===== config.mk =====
export PLATFORM = sky130hd
export DESIGN_NAME = bitwise_seq_unit
export DESIGN_NICKNAME = d
export VERILOG_FILES = /design/src/rtl/bitwise_seq_unit.sv
export SDC_FILE = /design/constraint.sdc
export NUM_CORES = 1
export LEC_CHECK = 0
export BUFFER_PORTS_ARGS = -buffer_cell sky130_fd_sc_hd__buf_2
export CAP_MARGIN = 15
export CORE_ASPECT_RATIO = 0.75
export CORE_MARGIN = 3
export CORE_UTILIZATION = 59
export CTS_CLUSTER_DIAMETER = 150
export DETAILED_ROUTE_END_ITERATION = 7
export PLACE_DENSITY = 0.85
export RECOVER_POWER = 25
export SYNTH_ARGS = -nofsm -noshare
export SYNTH_HDL_FRONTEND = slang
export SYNTH_SLANG_ARGS = --single-unit

===== constraint.sdc =====
create_clock -name clk -period 7.5 [get_ports clk]
set_clock_uncertainty 0.15 [all_clocks]
set_input_delay 0.75 -clock clk [delete_from_list [all_inputs] [get_ports clk]]
set_output_delay 0.75 -clock clk [all_outputs]
set_load 0.005 [all_outputs]

===== src/rtl/bitwise_seq_unit.sv =====
// Slice-serial bitwise unit: AND/OR/XOR/NOT over a WIDTH-bit operand pair,
// SLICE bits per cycle, with a valid/ready handshake on both sides.
module bitwise_seq_unit #(
  parameter int WIDTH = 16,
  parameter int SLICE = 4
) (
  input  logic             clk,
  input  logic             reset,
  input  logic             in_valid,
  output logic             in_ready,
  input  logic [WIDTH-1:0] a,
  input  logic [WIDTH-1:0] b,
  input  logic [1:0]       op,
  output logic             out_valid,
  input  logic             out_ready,
  output logic [WIDTH-1:0] out,
  output logic             zero
);

  localparam int NSLICE = WIDTH / SLICE;
  localparam int IDX_W  = (NSLICE > 1) ? $clog2(NSLICE) : 1;
  localparam logic [IDX_W-1:0] LAST_IDX = IDX_W'(NSLICE - 1);

  generate
    if (WIDTH < 1 || SLICE < 1 || (WIDTH % SLICE) != 0) begin : g_param_check
      $error("bitwise_seq_unit: SLICE must be >= 1 and divide WIDTH (>= 1) exactly");
    end
  endgenerate

  typedef enum logic [1:0] {
    ST_IDLE,
    ST_RUN,
    ST_DONE
  } state_t;

  state_t           state_q, state_d;
  logic [IDX_W-1:0] idx_q, idx_d;
  logic [WIDTH-1:0] a_q, a_d;
  logic [WIDTH-1:0] b_q, b_d;
  logic [1:0]       op_q, op_d;
  logic [WIDTH-1:0] res_q, res_d;
  logic             zero_q, zero_d;
  logic [SLICE-1:0] a_sl, b_sl;

  function automatic logic [SLICE-1:0] slice_op(input logic [SLICE-1:0] sa,
                                                input logic [SLICE-1:0] sb,
                                                input logic [1:0]       sop);
    logic [SLICE-1:0] r;
    unique case (sop)
      2'b00:   r = sa & sb;
      2'b01:   r = sa | sb;
      2'b10:   r = sa ^ sb;
      default: r = ~sa;
    endcase
    return r;
  endfunction

  always_comb begin
    state_d = state_q;
    idx_d   = idx_q;
    a_d     = a_q;
    b_d     = b_q;
    op_d    = op_q;
    res_d   = res_q;
    zero_d  = zero_q;
    a_sl    = '0;
    b_sl    = '0;

    // Only one SLICE-wide gate exists; operands are muxed down to it by idx.
    for (int s = 0; s < NSLICE; s++) begin
      if (idx_q == IDX_W'(s)) begin
        a_sl = a_q[s*SLICE +: SLICE];
        b_sl = b_q[s*SLICE +: SLICE];
      end
    end

    unique case (state_q)
      ST_IDLE: begin
        if (in_valid) begin
          a_d     = a;
          b_d     = b;
          op_d    = op;
          idx_d   = '0;
          state_d = ST_RUN;
        end
      end
      ST_RUN: begin
        for (int s = 0; s < NSLICE; s++) begin
          if (idx_q == IDX_W'(s)) begin
            res_d[s*SLICE +: SLICE] = slice_op(a_sl, b_sl, op_q);
          end
        end
        idx_d = idx_q + IDX_W'(1);
        if (idx_q == LAST_IDX) begin
          // zero must see the slice being written this cycle, hence res_d.
          zero_d  = (res_d == '0);
          idx_d   = '0;
          state_d = ST_DONE;
        end
      end
      ST_DONE: begin
        if (out_ready) begin
          state_d = ST_IDLE;
        end
      end
      default: state_d = ST_IDLE;
    endcase
  end

  always_ff @(posedge clk or posedge reset) begin
    if (reset) begin
      state_q <= ST_IDLE;
      idx_q   <= '0;
      a_q     <= '0;
      b_q     <= '0;
      op_q    <= '0;
      res_q   <= '0;
      zero_q  <= 1'b0;
    end else begin
      state_q <= state_d;
      idx_q   <= idx_d;
      a_q     <= a_d;
      b_q     <= b_d;
      op_q    <= op_d;
      res_q   <= res_d;
      zero_q  <= zero_d;
    end
  end

  assign in_ready  = (state_q == ST_IDLE);
  assign out_valid = (state_q == ST_DONE);
  assign out       = res_q;
  assign zero      = zero_q;

endmodule


### Word-level counts from Yosys, hierarchy flattened

Index checks and enable logic that the tools add are counted.

| word-level totals | value |
|---|---|
| word-level logic and storage cells | 55 |
| register bits | 55 |
| input bits | 38 |
| output and inout bits | 19 |

| operators by class | value |
|---|---|
| reductions and logical operators | 9 |
| $add $sub $neg | 1 |
| muxes and demuxes | 24 |
| bitwise logic cells | 4 |
| equal/unequal tests | 10 |

Operators with widths:

| operator | count |
|---|---|
| $mux W4 | 16 |
| $logic_not A16 Y1 | 1 |
| $pmux W4 S3 | 1 |
| $mux W2 | 5 |
| $eq A2 B2 Y1 const B | 4 |
| $eq A2 B1 Y1 const B | 3 |
| $logic_not A2 Y1 | 3 |
| $pmux W2 S3 | 1 |
| $reduce_and A2 Y1 | 3 |
| $and A4 B4 Y4 | 1 |
| $ne A2 B2 Y1 const B | 2 |
| $not A4 Y4 | 1 |
| $or A4 B4 Y4 | 1 |
| $pmux W2 S2 | 1 |
| $xor A4 B4 Y4 | 1 |
| $reduce_and A3 Y1 | 1 |
| $add A2 B1 Y2 const B | 1 |
| $ne A2 B1 Y1 const B | 1 |
| $reduce_bool A2 Y1 | 1 |

### Logic depth before layout (Yosys ltp)

| logic depth | value |
|---|---|
| depth after elaboration | 10 |
| mapped depth | 14 |
| depth with buffers taken out | 13 |

### Least setup slack after synthesis

Ideal clock, no wire load.

| timing path | value |
|---|---|
| path type | register to register |
| start point | register idx_q[0] |
| end point | register zero_q (netlist: zero) |
| data arrival time | 2.637 ns |
| data required time | 7.263 ns |
| stages on the path, launching flop included | 15 |
| library setup time | 0.087 ns |
| clock period less this slack | 2.874 ns |
| setup slack | 4.626 ns |
| path buffers | 2 |
| path through | dfrtp_1 > inv_1 > ha_1 > buf_2 > clkbuf_1 > nor2b_1 > nor3_1 > a21oi_1 > inv_1 > ha_1 > or2_2 > a32o_1 > a21oi_1 > o22ai_1 > a211oi_2 |

| between the ends | value |
|---|---|
| word-level cells in the longest chain between the ends | 10 |
| elaborated cells on any way between the ends | 27 |
| classes of those cells | 3 x eq/ne; 17 x mux; 4 x bitwise; 3 x reduce/logical |

RTL lines:

| what | line | RTL |
|---|---|---|
| from (decl) | 37 | `logic [IDX_W-1:0] idx_q, idx_d;` |
| from (signal assigned) | 121 | `idx_q <= idx_d;` |
| $logic_not A2 Y1 | 71, 89 |  |
| $mux W4 (4 in a row) | 71 | `if (idx_q == IDX_W'(s)) begin` |
| $xor A4 B4 Y4 (tied with other cells) | 52 | `2'b10: r = sa ^ sb;` |
| $pmux W4 S3 | 49 | `unique case (sop)` |
| $mux W4 | 89 | `if (idx_q == IDX_W'(s)) begin` |
| $mux W4 | 77 | `unique case (state_q)` |
| $logic_not A16 Y1 | 96 | `zero_d = (res_d == '0);` |
| to (signal assigned) | 126 | `zero_q <= zero_d;` |
| to (decl) | 42 | `logic zero_q, zero_d;` |

Parallel ways exist; a longest one is shown, timed or not. The select of a mux whose other input is x is not followed.
A chain may end at the register's enable or synchronous reset.

### Worst setup path in the final report

| timing path | value |
|---|---|
| start point | register idx_q[1] |
| end point | register zero_q (netlist: zero) |

The elaborated chain is that of the path after synthesis.

==> results.sh <==
export IMPL_outcome="complete, but fails checks"
export IMPL_violations="capacitance limit, slew limit"
export IMPL_drt_wl_total_um=6000
export IMPL_ant_nets=0
export IMPL_p_int_w=0.000798
export IMPL_seqPwrFrac=0.370
export IMPL_hold_path_class="in -> async"
export IMPL_grt_use_total=0.230
export IMPL_synth_distinct_cells=37
export IMPL_overflow=0
export IMPL_worst_slew_pin_slew_ps=2300
export IMPL_rsz0062_at_grt="no"
export IMPL_power_switching_w=0.000638
export IMPL_cts_setup_buffers=0
export IMPL_r2r_setup_slack_ps=3840
export IMPL_syn_area_per_cell_um2=8.81
export IMPL_synth_area_um2=2790
export IMPL_ys_seq_elements=55
export IMPL_area_growth_pct=13.5
export IMPL_p_per_area_nw_per_um2=454
export IMPL_post_dp_hpwl_um=4270
export IMPL_ios=57
export IMPL_clock_sinks=55
export IMPL_diodes=0
export IMPL_placementRows=20
export IMPL_hold_viol_final=0
export IMPL_cts_tree="built"
export IMPL_worstPathArrival_ps=3740
export IMPL_h_tree_depth=2
export IMPL_slew_viol_final=44
export IMPL_cts_root_buf="clkbuf_8"
export IMPL_antenna_found_initial=0
export IMPL_finalInstanceArea_um2=3160
export IMPL_vias_per_cell=5.52
export IMPL_syn_nets=366
export IMPL_cp_end_kind="register"
export IMPL_fin_crit_ps=3660
export IMPL_fin_tns_setup_ps=0
export IMPL_cp_data_required_time_ps=7580
export IMPL_yosys_warnings=0
export IMPL_crit_fanout=19
export IMPL_multi_input_area_um2=1260
export IMPL_numCtsBuffers=5
export IMPL_max_cap_violations=1
export IMPL_crit_type="reg -> reg"
export IMPL_grt_pass1_wl_um=10300
export IMPL_insertion_delay_ps=310
export IMPL_synth_edf_count=0
export IMPL_p_leak_nw=1.68
export IMPL_drt_initial_drc_count=117
export IMPL_core_area_um2=4280
export IMPL_start_util=0.651
export IMPL_placed_area_um2=3050
export IMPL_nets=413
export IMPL_first_global_vias=2229
export IMPL_crit_path_max_incr_delay_ps=590
export IMPL_post_route_period_util=0.488
export IMPL_fp_dieArea_um2=5590
export IMPL_die_h_um=65.5
export IMPL_finalSetupViolations=0
export IMPL_p_sw_frac=0.444
export IMPL_drc_errors=0
export IMPL_nFillCells=321
export IMPL_routabilityCongestion=0.833
export IMPL_synth_cells=316
export IMPL_clkTransAtPathRegs_ps=100
export IMPL_clock_path_buffers=2
export IMPL_pwr_share_clk=0.125
export IMPL_final_layout_size_suffix_gt1_frac=0.192
export IMPL_p_total_w=0.00144
export IMPL_io_buffers=56
export IMPL_wl_per_cell_um=14.3
export IMPL_synth_seq_area_share=0.494
export IMPL_dieWidth_um=85.3
export IMPL_layout_area_seq_um2=1380
export IMPL_dr_pass1_iters=4
export IMPL_ys_flop_type="dfrtp_1"
export IMPL_crit_chain="inv_1 > ha_1 > nor2b_1 > a221oi_1 > nor3_1 > a21oi_1 > inv_1 > ha_1 > or2_2 > a32o_1 > a21oi_1 > o22ai_1 > a211oi_2"
export IMPL_grt_max_degree=56
export IMPL_hold_buffers=0
export IMPL_slowest_stage="ha_1"
export IMPL_pwr_share_comb=0.505
export IMPL_peakVddDrop_mv=0.235
export IMPL_vias=2313
export IMPL_max_freq_mhz=273
export IMPL_cts_resized=0
export IMPL_start_kind="register"
export IMPL_async_flop_share=1.00
export IMPL_slew_headroom=-0.531
stage by stage:
| stage | setup slack, ps | hold slack [ps] | std cells | util |
|---|---|---|---|---|
| 6_report | 3840 | 276 | 419 | 0.739 |
| 2_1_floorplan | 4630 | 296 | 316 | - |
| 5_1_grt | 3520 | 305 | 419 | 0.739 |
| 3_3_place_gp | 4210 | 307 | 410 | 0.713 |
| 3_5_place_dp | 3950 | 314 | 410 | 0.713 |
| 4_1_cts | 3910 | 337 | 418 | 0.738 |
worst max-delay path, delay by kind of cell (launching register included):
kind                       cells  cell delay (ps)
AOI/OAI and AO/OA              6             1540
adders and majority gates      2              760
buffers and inverters          2              180
DFF                            1              410
and+or+nand+nor                3              540
cell families (layout without fill, tap and decap cells):
logic type / Yosys count / in the layout / share of synthesized area
buf+inv: 34 / 82 / 0.0535
compound gates: 59 / 59 / 0.147
simple gates: 155 / 155 / 0.248
flops: 55 / 55 / 0.494
mux: 1 / 1 / 0.00359
fa+ha+maj: 12 / 12 / 0.0539
area by class of cell:
cell class,count,share of cell area
clock inverter,1,0.00238
tap,55,0.0218
inverter,16,0.0190
clock buffer,7,0.0305
multi-input combinational,227,0.399
timing repair buffer,58,0.0922
sequential,55,0.435
flip-flops by register name, summed over array words and instances, names as in the netlist:
register	flops
a_q	16
b_q	16
out	16
state_q	2
zero	1
idx_q	2
op_q	2
per-layer routing:
layer | GRT usage | vias to the layer above | share of wire
met5 | 0 | - | 0
met4 | 0.0850 | 0 | 0.015
met3 | 0.0551 | 13 | 0.057
met2 | 0.355 | 65 | 0.47
met1 | 0.318 | 1089 | 0.46
li1 | - | 1146 | -
cell usage after synthesis, types with 3 or more instances:
cell	number	area [um2]
a211oi_1	6	45.0
a21oi_1	7	35.0
a221o_1	4	40.0
a221oi_1	4	35.0
and2_1	3	18.8
buf_2	5	25.0
clkbuf_1	10	37.5
dfrtp_1	55	1380
ha_1	12	150
inv_1	16	60.1
nand2_1	117	439
nand3b_1	4	30.0
nor2_1	5	18.8
nor2b_1	8	50.1
nor3_1	4	20.0
nor3b_1	5	37.5
o21ai_0	22	110
o31ai_1	5	37.5
power by group through the flow:
| stage | combinational, W | sequential (W) | clock, W |
|---|---|---|---|
| 2_1_floorplan | 0.000556 | 0.000503 | 0 |
| 3_3_place_gp | 0.000681 | 0.000528 | 0 |
| 3_5_place_dp | 0.000718 | 0.000535 | 0 |
| 4_1_cts | 0.000723 | 0.000529 | 0.000180 |
| 5_1_grt | 0.000819 | 0.000551 | 0.000195 |
| 6_report | 0.000725 | 0.000531 | 0.000179 |
final timing paths:
check / cells past startpoint / from / end
max: 13 / idx_q[1] / zero
min: 2 / reset / idx_q[1]
max reg2reg: 13 / idx_q[1] / zero
min reg2reg: 2 / out[13] / out[13]
max in group asynchronous: 3 / reset / b_q[9]
min in group clk: 2 / out[13] / out[13]
placed cells by master (no fill, tap or decap), types with 2 or more instances in the layout:
| cell | Yosys | final |
|---|---|---|
| ha_1 | 12 | 12 |
| o21ai_0 | 22 | 22 |
| nor3_1 | 4 | 4 |
| nor2_1 | 5 | 5 |
| o31ai_1 | 5 | 5 |
| a21oi_1 | 7 | 7 |
| nand3b_1 | 4 | 4 |
| nor4_1 | 2 | 2 |
| a211oi_1 | 6 | 6 |
| nand2b_1 | 2 | 2 |
| inv_1 | 16 | 16 |
| dfrtp_1 | 55 | 55 |
| o22ai_1 | 2 | 2 |
| nor3b_1 | 5 | 5 |
| a221o_1 | 4 | 4 |
| nor2b_1 | 8 | 8 |
| and2_1 | 3 | 3 |
| a32o_1 | 2 | 2 |
| a221oi_1 | 4 | 4 |
| clkbuf_8 | 0 | 7 |
| nand2_1 | 117 | 117 |
| buf_2 | 5 | 56 |
Power figures use the tool's default switching activity.
